**src/rtl/add_seq_pkg.sv**
```systemverilog
// Shared types and sizing helpers for the chunked sequential adder/subtractor.
package add_seq_pkg;

    typedef logic [1:0] state_t;

    localparam state_t IDLE = 2'd0;
    localparam state_t RUN  = 2'd1;
    localparam state_t DONE = 2'd2;

    function automatic int nchunk(input int width, input int chunk);
        return width / chunk;
    endfunction

    // A single-chunk configuration still needs a 1-bit counter.
    function automatic int cnt_width(input int n);
        return (n > 1) ? $clog2(n) : 1;
    endfunction

endpackage

```
**src/rtl/add_chunk.sv**
```systemverilog
// Combinational WIDTH-bit ripple-carry adder slice; zero latency, no flow control.
module add_chunk
    import add_seq_pkg::*;
#(
    parameter int WIDTH = 4
) (
    input  logic [WIDTH-1:0] a,
    input  logic [WIDTH-1:0] b,
    input  logic             cin,
    output logic [WIDTH-1:0] sum,
    output logic             cout
);

    // Carry is a block-local variable so the ripple is not a self-dependent vector.
    always_comb begin
        logic c;
        c   = cin;
        sum = '0;
        for (int i = 0; i < WIDTH; i++) begin
            sum[i] = a[i] ^ b[i] ^ c;
            c      = (a[i] & b[i]) | (c & (a[i] ^ b[i]));
        end
        cout = c;
    end

endmodule

```
**src/rtl/add_seq_n.sv**
```systemverilog
// Multi-cycle add/sub, CHUNK bits per clock; done pulses WIDTH/CHUNK cycles after start.
// No queueing: start is only accepted in IDLE or DONE and is dropped while busy.
module add_seq_n
    import add_seq_pkg::*;
#(
    parameter int WIDTH = 32,
    parameter int CHUNK = 4
) (
    input  logic             clk,
    input  logic             rst_n,
    input  logic             start,
    input  logic             sub,
    input  logic [WIDTH-1:0] a,
    input  logic [WIDTH-1:0] b,
    input  logic             cin,
    output logic             busy,
    output logic             done,
    output logic [WIDTH-1:0] sum,
    output logic             cout,
    output logic             ovf,
    output logic             zero
);

    localparam int NCHUNK = nchunk(WIDTH, CHUNK);
    localparam int CW     = cnt_width(NCHUNK);
    localparam logic [CW-1:0] LAST = CW'(NCHUNK - 1);

    if ((WIDTH % CHUNK) != 0 || CHUNK > WIDTH) begin : g_bad_params
        $fatal(1, "add_seq_n: WIDTH must be a multiple of CHUNK and CHUNK <= WIDTH");
    end

    state_t          state;
    logic [CW-1:0]   cnt;
    logic [WIDTH-1:0] a_r;
    logic [WIDTH-1:0] bx_r;
    logic [WIDTH-1:0] sum_r;
    logic [WIDTH-1:0] sum_nxt;
    logic            carry;
    logic [31:0]     base;
    logic [CHUNK-1:0] ch_a;
    logic [CHUNK-1:0] ch_b;
    logic [CHUNK-1:0] ch_sum;
    logic            ch_cout;

    assign base = 32'(cnt) * CHUNK;
    assign ch_a = a_r[base +: CHUNK];
    assign ch_b = bx_r[base +: CHUNK];

    add_chunk #(.WIDTH(CHUNK)) u_chunk (
        .a    (ch_a),
        .b    (ch_b),
        .cin  (carry),
        .sum  (ch_sum),
        .cout (ch_cout)
    );

    always_comb begin
        sum_nxt = sum_r;
        sum_nxt[base +: CHUNK] = ch_sum;
    end

    always_ff @(posedge clk or negedge rst_n) begin
        if (!rst_n) begin
            state <= IDLE;
            cnt   <= '0;
            a_r   <= '0;
            bx_r  <= '0;
            sum_r <= '0;
            carry <= 1'b0;
            cout  <= 1'b0;
            ovf   <= 1'b0;
            zero  <= 1'b0;
        end else begin
            case (state)
                IDLE, DONE: begin
                    if (start) begin
                        // Subtract is folded into the operands once, so RUN is sign-agnostic.
                        a_r   <= a;
                        bx_r  <= sub ? ~b : b;
                        carry <= sub ? ~cin : cin;
                        cnt   <= '0;
                        state <= RUN;
                    end else begin
                        state <= IDLE;
                    end
                end
                RUN: begin
                    sum_r <= sum_nxt;
                    carry <= ch_cout;
                    cnt   <= cnt + CW'(1);
                    if (cnt == LAST) begin
                        state <= DONE;
                        cout  <= ch_cout;
                        ovf   <= (a_r[WIDTH-1] == bx_r[WIDTH-1]) &&
                                 (sum_nxt[WIDTH-1] != a_r[WIDTH-1]);
                        zero  <= ~|sum_nxt;
                    end
                end
                default: state <= IDLE;
            endcase
        end
    end

    assign busy = (state == RUN);
    assign done = (state == DONE);
    assign sum  = sum_r;

endmodule

```
**config.mk**
```make
export PLATFORM = sky130hd
export DESIGN_NAME = add_seq_n
export DESIGN_NICKNAME = d
export VERILOG_FILES = /design/src/rtl/add_seq_pkg.sv /design/src/rtl/add_chunk.sv /design/src/rtl/add_seq_n.sv
export SDC_FILE = /design/constraint.sdc
export NUM_CORES = 1
export LEC_CHECK = 0
export ABC_AREA = 1
export BUFFER_PORTS_ARGS = -buffer_cell sky130_fd_sc_hd__buf_2
export CELL_PAD_IN_SITES_DETAIL_PLACEMENT = 1
export CELL_PAD_IN_SITES_GLOBAL_PLACEMENT = 2
export CORE_ASPECT_RATIO = 1.1
export CORE_MARGIN = 10
export CORE_UTILIZATION = 33
export DETAILED_ROUTE_END_ITERATION = 6
export PLACE_DENSITY = 0.82
export SLEW_MARGIN = 20
export SYNTH_ARGS = -nofsm -noshare
export SYNTH_HDL_FRONTEND = slang
export SYNTH_SLANG_ARGS = --single-unit
export TNS_END_PERCENT = 100
```
**constraint.sdc**
```tcl
create_clock -name clk -period 4.51 [get_ports clk]
set_input_delay 0.2255 -clock clk [delete_from_list [all_inputs] [get_ports clk]]
set_output_delay 0.2255 -clock clk [all_outputs]
set_load 0.01 [all_outputs]
```
==> results.md, run 1 <==
- Initial drt markers: 238
- Unrepaired setup endpoints after global routing: no
- Cts hold-fix bufs: 0
- H-tree depth: 3
- Status: finished, violations left
- DR DRC count: 0
- Power density cells: 806 nW/um2
- Share of power burned in registers: 0.324
- CTS tree: built
- Chip Height: 156 um
- Reg-to-reg startpoint: cnt[0]$_DFFE_PN0P_
- Sequential area share after synthesis: 0.473
- Placer Congestion: about 0.82
- CTS resizes: 0
- Number of failing hold endpoints at the final stage: 22
- Worst path required time: 4.81 ns
- Dpl cells: 950
- Total CTS buffers: 9
- Combinational share of power: 0.530
- Final ANT Viol Nets: 0
- Hpwl dp: 12.9 mm
- Relative slew slack: 0.417
- Total number of vias: around 4800
- Area grow syn2layout: 18.1%
- Path category of the worst min-delay check: in -> async
- Failing checks: negative hold slack
- Post-route insts no fill: 966
- Clock Skew: 0.00730 ns
- Hold WS: -0.0273 ns
- Synthesized Nets: ~750
- First-pass DRT Iterations: 4
- Number of core rows: 49
- Initial antenna violation count: 0
- Clk buf depth: 2
- Yosys reg bits: 105
- # IOs: 106
- Critical path arrival: between 4 and 5 ns
- Post-Syn Area: roughly 5600 um2
- Post-CTS Setup Inserts: 0
- Max-Cap Viols: 0
- Total track usage: 0.153
- Synth Area per Inst: between 8 and 9 um2
- PortBufs: 105
- Leakage Power: 3.21 nW
- Clock network fraction of total power: 0.146
- Critical Path Start Type: flip-flop
- Setup crit end kind: flip-flop
- Crit path from: cnt[0]$_DFFE_PN0P_
- Vias in the first global route: 5213
- Largest net degree at the start of global routing: 69
- Psw: ~2.5 mW
- Slew Viols, Final: 0
- Total negative setup slack: 0 ns
- Root cell of the clock tree: clkbuf_16
- Slew @ Worst Pin: 0.874 ns
- Ant diodes: 0
- Initial Util: 0.338
- Reg clk slew, reported paths: about 0.07 ns
- Switching share of power: 0.474
- Crit Path Class: reg -> reg
- WL per Instance: around 17 um
- Post-Syn Instances: 668
- Overflow after GRT: 0
- Die area: between 20000 and 25000 um2
- Post-route clock period utilization: 0.854
- Layout Nets: around 840
- Clock Latency Late Sink: 0.36 ns
- Global-route wire length before repair: about 27 mm
- Share of cells above drive strength 1: 0.219
- Min Tclk post-route: 3.85 ns
- Worst-path maximum fanout: 22
- Int Power: about 2.8 mW
- Fillcell total: 2042
- Core footprint: 16400 um2
- Warnings, synthesis: 0
- Netlist cell types: 25
- Die Width: 144 um
- Setup Viol. Count Final: 0
- Final wirelength: between 15 and 20 mm
- Fmax: 0.260 GHz
- Num Clock Sinks: 105
- Vias per cell: roughly 4.9
- Maximum VDD drop: ~450 uV
worst paths after layout:
check	end	slack, ns	cells after the start
setup / recovery	zero$_DFFE_PN0P_	0.66	20
hold / removal	sum[1]$_DFFE_PN0P_	-0.03	1
setup reg to reg	zero$_DFFE_PN0P_	0.66	20
hold reg to reg	cout$_DFFE_PN0P_	0.48	2
max in group asynchronous	a_r[12]$_DFFE_PN0P_	3.49	2
min in group clk	a_r[16]$_DFFE_PN0P_	0.10	2
through the flow:
step	setup slack, ns	power [mW]	instance area, um2	util
6_report	0.657	5.28	6550	0.399
5_1_grt	0.281	5.81	6550	0.399
4_1_cts	0.623	5.37	6550	0.399
3_5_place_dp	0.647	4.57	6260	0.381
3_3_place_gp	0.812	4.47	6260	0.381
2_1_floorplan	0.887	3.55	5550	-
kinds of logic (layout without fill, tap and decap cells):
logic type	count (synthesis)	in the layout	share of synthesized area
flip-flops	105	105	0.473
multiplexers	31	31	0.0629
adder cells (fa/ha/maj)	11	11	0.0302
buffers and inverters	82	176	0.0591
AO/OA/AOI/OAI	132	132	0.126
XOR/XNOR	33	33	0.0521
AND/OR/NAND/NOR	274	274	0.196
cell usage in the layout (no fill, tap or decap):
cell type   instances
nand2_2             1
o21ai_0           102
inv_1              45
buf_4               8
o22ai_1             9
nor2_1             70
xnor2_1            33
buf_12              1
a31oi_1             5
nand2_1           173
nand4_1             2
inv_2               2
o211ai_1            2
nand2_4             2
fa_1                4
dfrtp_1           105
inv_6               1
o21ai_1             1
buf_2             104
clkbuf_8            1
clkinvlp_4          1
o221ai_1            5
nand3_2             1
nor2_4              1
nand3_1            24
mux2_2             31
a21oi_1             8
clkbuf_16           9
clkinv_4            4
ha_1                7
area by class of cell:
class                      count  area [um2]  share of cell area
clock inverter                 6        51.3             0.00783
clock buffer                  10         239              0.0365
sequential                   105        2630               0.401
timing repair buffer         113         601              0.0917
inverter                      47         176              0.0269
multi-input combinational    481        2600               0.397
tap                          204         255              0.0390
flip-flops by register name (all words and copies together), names as in the netlist:
| name | cells |
|---|---|
| a_r | 32 |
| bx_r | 32 |
| zero | 1 |
| cnt | 3 |
| state | 2 |
| ovf | 1 |
| carry | 1 |
| cout | 1 |
| sum | 32 |
cell usage after synthesis:
cell type	instances	area share
o21ai_1	1	0.00090
fa_1	4	0.014
xnor2_1	33	0.052
inv_2	2	0.0014
nor2_4	1	0.0020
nand2_4	1	0.0020
o221ai_1	5	0.0079
inv_1	45	0.030
o211ai_1	2	0.0027
a21oi_1	8	0.0072
ha_1	7	0.016
dfrtp_1	105	0.47
nand3_1	24	0.022
buf_2	10	0.0090
o22ai_1	9	0.010
nand3_2	1	0.0018
mux2_2	31	0.063
nand2_1	174	0.12
clkbuf_1	24	0.016
nand4_1	2	0.0023
buf_6	1	0.0020
a31oi_1	5	0.0056
nand2_2	1	0.0011
nor2_1	70	0.047
o21ai_0	102	0.092
worst max-delay path, cell delays in order, from the launching register on:
cell and delay (ns):
dfrtp_1 0.69, buf_12 0.22, o21ai_0 0.10, o221ai_1 0.20
o21ai_0 0.14, fa_1 0.39, inv_1 0.07, fa_1 0.15
inv_1 0.05, fa_1 0.36, inv_1 0.08, fa_1 0.50
nand4_1 0.17, nand3_1 0.09, nand2_1 0.10, nand2_1 0.05
nor2_1 0.13, nand2_1 0.07, nor2_1 0.09, nand3_1 0.08
nand2_1 0.06
routing by layer:
layer,global-route usage,up-vias,part of all wire
met1,0.189,2309,0.45
li1,-,2351,-
met3,0.0298,22,0.040
met4,0.0618,0,0.024
met5,0,-,0
met2,0.256,96,0.49
power by group through the flow:
stage               clock (mW)  combinational, mW  sequential (mW)
floorplan                    0               1.91             1.64
global placement             0               2.75             1.72
detailed placement           0               2.83             1.74
CTS                      0.793               2.85             1.72
global route             0.833               3.20             1.77
finish                   0.770               2.80             1.71
Note: power is estimated with default switching activity, not from simulation.
==> inputs of run 2 (changes only) <==
--- a/config.mk
+++ b/config.mk
@@ -7,13 +7,13 @@
 export LEC_CHECK = 0
 export ABC_AREA = 1
 export BUFFER_PORTS_ARGS = -buffer_cell sky130_fd_sc_hd__buf_2
-export CELL_PAD_IN_SITES_DETAIL_PLACEMENT = 1
-export CELL_PAD_IN_SITES_GLOBAL_PLACEMENT = 2
+export CELL_PAD_IN_SITES_DETAIL_PLACEMENT = 0
+export CELL_PAD_IN_SITES_GLOBAL_PLACEMENT = 1
 export CORE_ASPECT_RATIO = 1.1
 export CORE_MARGIN = 10
-export CORE_UTILIZATION = 33
+export CORE_UTILIZATION = 41
 export DETAILED_ROUTE_END_ITERATION = 6
-export PLACE_DENSITY = 0.82
+export PLACE_DENSITY = 0.81
 export SLEW_MARGIN = 20
 export SYNTH_ARGS = -nofsm -noshare
 export SYNTH_HDL_FRONTEND = slang
==> run 2 against run 1 <==
The run now ends clean. Wire length is 14% lower. Die area is 17% lower. Worst hold slack better by 0.13 ns. Register-to-register slack better by 0.09 ns. Fmax is 2.3% higher. Final cell count is 4.7% lower. Sequential share of layout area is 0.44 points higher. Sequential cell count stayed put. Clock skew is 0.00070 ns higher.
==> results.md, run 2 (synthesis results as in run 1) <==
- Status: finished, final reports clean
- CTS resizes: 0
- Initial antenna violation count: 0
- Worst-path cell with the longest stage delay: fa_1
- Reg-to-reg slack, setup: 0.74 ns
- Initial drt markers: 310
- Total track usage: 0.160
- Area grow syn2layout: 16.8%
- Core footprint: 13200 um2
- Hold EP: a_r[10]$_DFFE_PN0P_
- Critical path arrival: 4.06 ns
- Max incr delay on CP: 0.51 ns
- Slew @ Worst Pin: between 0.9 and 1 ns
- Share of cells above drive strength 1: 0.214
- WHS Path Cells: 2
- CTS tree: built
- CP bufs+invs: 4
- Relative slew slack: 0.354
- WL per Instance: roughly 16 um
- Worst path required time: 4.81 ns
- Vias in the first global route: 4736
- Top cell family by delay on the critical path: adder cells
- Power density cells: 802 nW/um2
- Final ANT Viol Nets: 0
- Layout Nets: around 840
- DR DRC count: 0
- Largest net degree at the start of global routing: 101
- Clk buf depth: 2
- PortBufs: 105
- Worst reg2reg path depth: 18
- Total number of vias: around 4700
- Min Tclk post-route: 3.77 ns
- Chip Height: 142 um
- H-tree depth: 3
- Clock Skew: 0.00800 ns
- Die Width: 131 um
- First-pass DRT Iterations: 4
- Commonest non-fill, non-tap cell in the layout: nand2_1
- Overflow after GRT: 0
- Crit path from: cnt[1]$_DFFE_PN0P_
- Critical Path Start Type: flip-flop
- Highest-count cells in the layout ignoring fill and taps: nand2_1, dfrtp_1, buf_2, o21ai_0, nor2_1
- Num Clock Sinks: about 110
- Setup Viol. Count Final: 0
- Number of core rows: 44
- Hpwl dp: 10.7 mm
- Total CTS buffers: 9
- Ant diodes: 0
- Leakage Power: 3.19 nW
- Clock Latency Late Sink: ~0.35 ns
- Post-route clock period utilization: 0.835
- Root cell of the clock tree: clkbuf_16
- Unrepaired setup endpoints after global routing: no
- Setup crit end kind: flip-flop
- Final wirelength: 14.4 mm
- Fillcell total: 1309
- Die area: between 15000 and 20000 um2
- Ordered list of cells on the worst path: inv_1 -> o21ai_0 -> o221ai_1 -> o21ai_0 -> fa_1 -> inv_1 -> fa_1 -> inv_1 -> fa_1 -> inv_1 -> fa_1 -> nand3_1 -> nand2_1 -> o21ai_0 -> nand3_1 -> nor2_1 -> nand3_1 -> nand2_1
- Number of failing hold endpoints at the final stage: 0
- Max-Cap Viols: 0
- Vias per cell: 5.09
- Worst-path maximum fanout: 17
- Global-route wire length before repair: 23.9 mm
- # IOs: 106
- Slew Viols, Final: 0
- Crit Path Class: reg -> reg
- Reg clk slew, reported paths: 0.07 ns
- Maximum VDD drop: around 430 uV
- FF-to-FF End: zero$_DFFE_PN0P_
- Fmax: ~0.27 GHz
- Total power: 5.20 mW
- Hold WS: roughly 0.10 ns
- HP Start: a[10]
- Reg-to-reg startpoint: cnt[1]$_DFFE_PN0P_
- Initial Util: 0.420
- Placer Congestion: 0.849
- Total negative setup slack: 0 ns
- Path category of the worst min-delay check: in -> reg
[run 2: changes by cell type in the layout (fill, tap and decap cells not counted), sizes merged]
cell,delta
clkinv,-2
inv,-1
clkinvlp,+1
bufinv,+1
dlygate4sd3,+1
clkbuf,+1
buf,-3
[run 2: timing repair]
item                                   CTS  global route
setup buffers                            0             0
endpoints found under the hold margin   43             0
hold buffers                             1             0
setup endpoints to repair                0             0
[run 2: worst reg2reg max path, cell delays in order, from the launching register on]
cell and delay (ns):
dfrtp_1 0.38, inv_1 0.40, o21ai_0 0.17, o221ai_1 0.18, o21ai_0 0.16, fa_1 0.42
inv_1 0.07, fa_1 0.16, inv_1 0.05, fa_1 0.35, inv_1 0.08, fa_1 0.51
nand3_1 0.16, nand2_1 0.06, o21ai_0 0.16, nand3_1 0.15, nor2_1 0.12, nand3_1 0.08
nand2_1 0.05
[run 2: layout make-up]
class / count / area [um2] / share of cell area
clock inverter: 5 / 55.1 / 0.00849
sequential: 105 / 2630 / 0.405
multi-input combinational: 481 / 2600 / 0.402
clock buffer: 11 / 243 / 0.0375
inverter: 47 / 176 / 0.0272
tap: 161 / 201 / 0.0311
timing repair buffer: 111 / 576 / 0.0888
[run 2: worst max-delay path by stage]
stage / cells after the start / end
2_1_floorplan: 22 / zero$_DFFE_PN0P_
3_3_place_gp: 18 / zero$_DFFE_PN0P_
3_5_place_dp: 18 / zero$_DFFE_PN0P_
4_1_cts: 18 / zero$_DFFE_PN0P_
5_1_grt: 20 / zero$_DFFE_PN0P_
6_report: 18 / zero$_DFFE_PN0P_
[run 2: through the flow]
| stage | setup WS, ns | instances | cell area (um2) | util |
|---|---|---|---|---|
| final | 0.743 | 921 | 6480 | 0.491 |
| after global routing | 0.426 | 921 | 6480 | 0.491 |
| after CTS | 0.707 | 921 | 6480 | 0.491 |
| after detailed placement | 0.732 | 904 | 6170 | 0.467 |
| after global placement | 0.863 | 904 | 6170 | 0.467 |
| after floorplan | 0.887 | 668 | 5550 | - |
[run 2: power breakdown]
group	internal [mW]	switching [mW]	leakage (nW)	total, mW
registers	1.37	0.287	1.30	1.66
logic	0.989	1.75	1.75	2.74
clock network	0.444	0.347	0.142	0.791
[run 2: metal layers]
layer  up-vias  track usage  share of wire
met5         -            0              0
met1      2221        0.207           0.46
met2       103        0.255           0.47
li1       2349            -              -
met4         0       0.0398          0.014
met3        15       0.0466          0.058
==> inputs of run 3 (changes only) <==
--- a/config.mk
+++ b/config.mk
@@ -5,15 +5,15 @@
 export SDC_FILE = /design/constraint.sdc
 export NUM_CORES = 1
 export LEC_CHECK = 0
-export ABC_AREA = 1
+export ABC_AREA = 0
 export BUFFER_PORTS_ARGS = -buffer_cell sky130_fd_sc_hd__buf_2
 export CELL_PAD_IN_SITES_DETAIL_PLACEMENT = 0
 export CELL_PAD_IN_SITES_GLOBAL_PLACEMENT = 1
 export CORE_ASPECT_RATIO = 1.1
 export CORE_MARGIN = 10
-export CORE_UTILIZATION = 41
+export CORE_UTILIZATION = 44
 export DETAILED_ROUTE_END_ITERATION = 6
-export PLACE_DENSITY = 0.81
+export PLACE_DENSITY = 0.82
 export SLEW_MARGIN = 20
 export SYNTH_ARGS = -nofsm -noshare
 export SYNTH_HDL_FRONTEND = slang
==> constraint.sdc (replaced) <==
create_clock -name clk -period 3.7 [get_ports clk]
set_input_delay 0.185 -clock clk [delete_from_list [all_inputs] [get_ports clk]]
set_output_delay 0.185 -clock clk [all_outputs]
set_load 0.01 [all_outputs]
==> run 3 against run 2 <==
Highest routed layer unchanged. Area after synthesis is 4.5% lower. Worst setup slack worse by 0.69 ns. Worst hold slack worse by 0.043 ns. Synthesized cell count is 32% lower. Power is 35% higher. Design area is 0.60% lower.
==> results.md, run 3 <==
- XOR/XNOR Fraction of Synth Area: 0.0545
- Sequential area share after synthesis: 0.496
- Share of cells above drive strength 1: 0.410
- Post-synth top flop: dfrtp_1
- Mux cell area share after synthesis: 0.194
- Top-area cell type share of the netlist area: 0.496
- Setup crit end kind: flip-flop
- Worst path required time: 3.97 ns
- Commonest cells post-synth: dfrtp_1, nand2_1, mux2_2
- Reg-to-reg slack, setup: 0.05 ns
- Crit Path Class: reg -> reg
- Combinational share of power: 0.566
- Final wirelength: 12.4 mm
- Worst-path cell with the longest stage delay: mux4_2
- Switching share of power: 0.404
- Number of core rows: 42
- First-pass DRT Iterations: 4
- Worst reg2reg path depth: 14
- Highest-count cells in the layout ignoring fill and taps: dfrtp_1, buf_2, nand2_1, mux2_2, o21ai_0
- Placer Congestion: 0.875
- Power density cells: 1090 nW/um2
- Max-Cap Viols: 0
- Post-Syn Area: 5300 um2
- Final core occ: 0.540
- Setup Viol. Count Final: 0
- Critical path arrival: 3.91 ns
- Critical Path Start Type: flip-flop
- FF-to-FF End: zero$_DFFE_PN0P_
- Unrepaired setup endpoints after global routing: yes
- Post-route clock period utilization: 0.986
- Int Power: 4.19 mW
- Total power: ~7.0 mW
- EDFF count, synth: 0
- Chip Height: 135 um
- Initial drt markers: approximately 140
- Reg clk slew, reported paths: 0.07 ns
- Yosys reg bits: around 110
- Warnings, synthesis: 0
- Max incr delay on CP: 0.50 ns
- Critical Path End: zero$_DFFE_PN0P_
- Most numerous cell in the Yosys netlist: dfrtp_1
- Die area: 16800 um2
- # IOs: 106
- Total number of vias: about 3700
- Num Clock Sinks: 105
- Die Width: 125 um
- Cell accounting for the most synthesized area: dfrtp_1
- Synthesized Nets: 537
- Clock network fraction of total power: 0.147
- Most repeated library cell on the critical path: fa_2
- Core footprint: 11900 um2
- CTS tree: built
- Total track usage: 0.147
- Relative slew slack: 0.355
- PortBufs: 105
- DR DRC count: 0
- Root cell of the clock tree: clkbuf_16
- Crit path from: cnt[0]$_DFFE_PN0P_
- Status: finished, final reports clean
- Post-route insts no fill: 722
- Largest net degree at the start of global routing: 100
- Simple-gate share of the synthesized area: 0.116
- Ant diodes: 0
- Compound-gate portion of the synthesized area: 0.0720
- Vias in the first global route: 4102
- Main combinational cell family by area after synthesis: multiplexers
- Clock Latency Late Sink: about 0.35 ns
- H-tree depth: 3
- Slew Viols, Final: 0
- Area grow syn2layout: 21.5%
- Initial antenna violation count: 0
- Path category of the worst min-delay check: in -> reg
- Dpl cells: roughly 700
- Clk buf depth: 2
- Reg-to-reg startpoint: cnt[0]$_DFFE_PN0P_
- Slew @ Worst Pin: 0.968 ns
- Vias per cell: between 5 and 6
- Synth Area in Adders: 0.0316
- Final ANT Viol Nets: 0
- Leakage Power: 3.00 nW
- Global-route wire length before repair: 20.4 mm
- Post-synth ARST share: 1.00
- WL per Instance: 17.1 um
- Post-Syn Instances: 457
- Worst-path maximum fanout: 6
- Clock Skew: 0.00751 ns
- Layout Nets: roughly 640
- Overflow after GRT: 0
- Synth area leaders: dfrtp_1, mux2_2, mux4_2
- Hpwl dp: 9.42 mm
- Share of power burned in registers: 0.288
- Synth Area per Inst: approximately 12 um2
- Psw: 2.83 mW
- Initial Util: 0.445
- Ordered list of cells on the worst path: buf_12 -> mux4_2 -> mux2i_2 -> fa_2 -> inv_2 -> fa_2 -> inv_2 -> fa_2 -> inv_2 -> fa_2 -> o31a_1 -> a31oi_1 -> o311ai_2 -> o31ai_2
- Number of failing hold endpoints at the final stage: 0
- Maximum VDD drop: roughly 630 uV
- Fmax: about 0.27 GHz
- Total CTS buffers: 9
- Netlist cell types: 48
- Min Tclk post-route: 3.65 ns
run 3: critical path: cells and delay by family, from the launching register on:
| kind | cells | cell delay, ns |
|---|---|---|
| compound gates | 4 | 0.89 |
| fa+ha+maj | 4 | 1.27 |
| buf+inv | 4 | 0.27 |
| flops | 1 | 0.42 |
| mux | 2 | 0.70 |
run 3: metal layers:
metal | GRT usage | up-vias | share of wire
met5 | 0 | - | 0
met4 | 0.0576 | 0 | 0.015
met3 | 0.0325 | 15 | 0.037
met2 | 0.244 | 80 | 0.49
met1 | 0.183 | 1803 | 0.46
li1 | - | 1806 | -
run 3: worst min-delay path by stage:
stage | start | to | slack, ns | cells after the start
6_report | a[21] | a_r[21]$_DFFE_PN0P_ | 0.06 | 2
2_1_floorplan | rst_n | a_r[0]$_DFFE_PN0P_ | -0.11 | 0
5_1_grt | a[17] | a_r[17]$_DFFE_PN0P_ | 0.05 | 2
3_3_place_gp | rst_n | sum[27]$_DFFE_PN0P_ | 0.31 | 2
4_1_cts | a[21] | a_r[21]$_DFFE_PN0P_ | 0.05 | 2
3_5_place_dp | rst_n | sum[25]$_DFFE_PN0P_ | 0.31 | 2
run 3: logic make-up after synthesis:
| family | count (synthesis) |
|---|---|
| XOR/XNOR | 33 |
| flip-flops | 105 |
| adder cells (fa/ha/maj) | 11 |
| multiplexers | 76 |
| buffers and inverters | 43 |
| AO/OA/AOI/OAI | 66 |
| AND/OR/NAND/NOR | 123 |
run 3: power groups by stage:
| stage | sequential (mW) | combinational, mW | clock [mW] |
|---|---|---|---|
| 2_1_floorplan | 1.99 | 2.42 | 0 |
| 3_3_place_gp | 2.03 | 3.59 | 0 |
| 3_5_place_dp | 2.05 | 3.66 | 0 |
| 4_1_cts | 2.03 | 3.72 | 1.05 |
| 5_1_grt | 2.09 | 4.36 | 1.09 |
| 6_report | 2.02 | 3.97 | 1.03 |
run 3: through the flow:
stage	setup TNS [ns]	setup WS [ns]	hold slack [ns]	cell area (um2)
2_1_floorplan	-0.0693	-0.0693	-0.111	5330
3_3_place_gp	0	0.0487	0.314	6010
3_5_place_dp	-0.0983	-0.0983	0.312	6010
4_1_cts	0	0.0593	0.0517	6360
5_1_grt	-0.137	-0.0855	0.0544	6440
6_report	0	0.0529	0.0593	6440
run 3: final cells by class:
cell class,count,area (um2)
Fill cell,1078,5490
Sequential cell,105,2630
Multi-Input combinational cell,309,2550
Timing Repair Buffer,123,694
Clock buffer,9,225
Tap cell,154,193
Clock inverter,7,93.8
Inverter,15,56.3
run 3: timing repair:
| item | 4_1_cts | 5_1_grt |
|---|---|---|
| gates resized for setup | 2 | 14 |
| hold buffers | 1 | 0 |
| endpoints found under the hold margin | 46 | 0 |
| setup endpoints to repair | 1 | 2 |
| setup buffers | 1 | 1 |
| gates cloned | 0 | 0 |
| pin swaps | 0 | 10 |
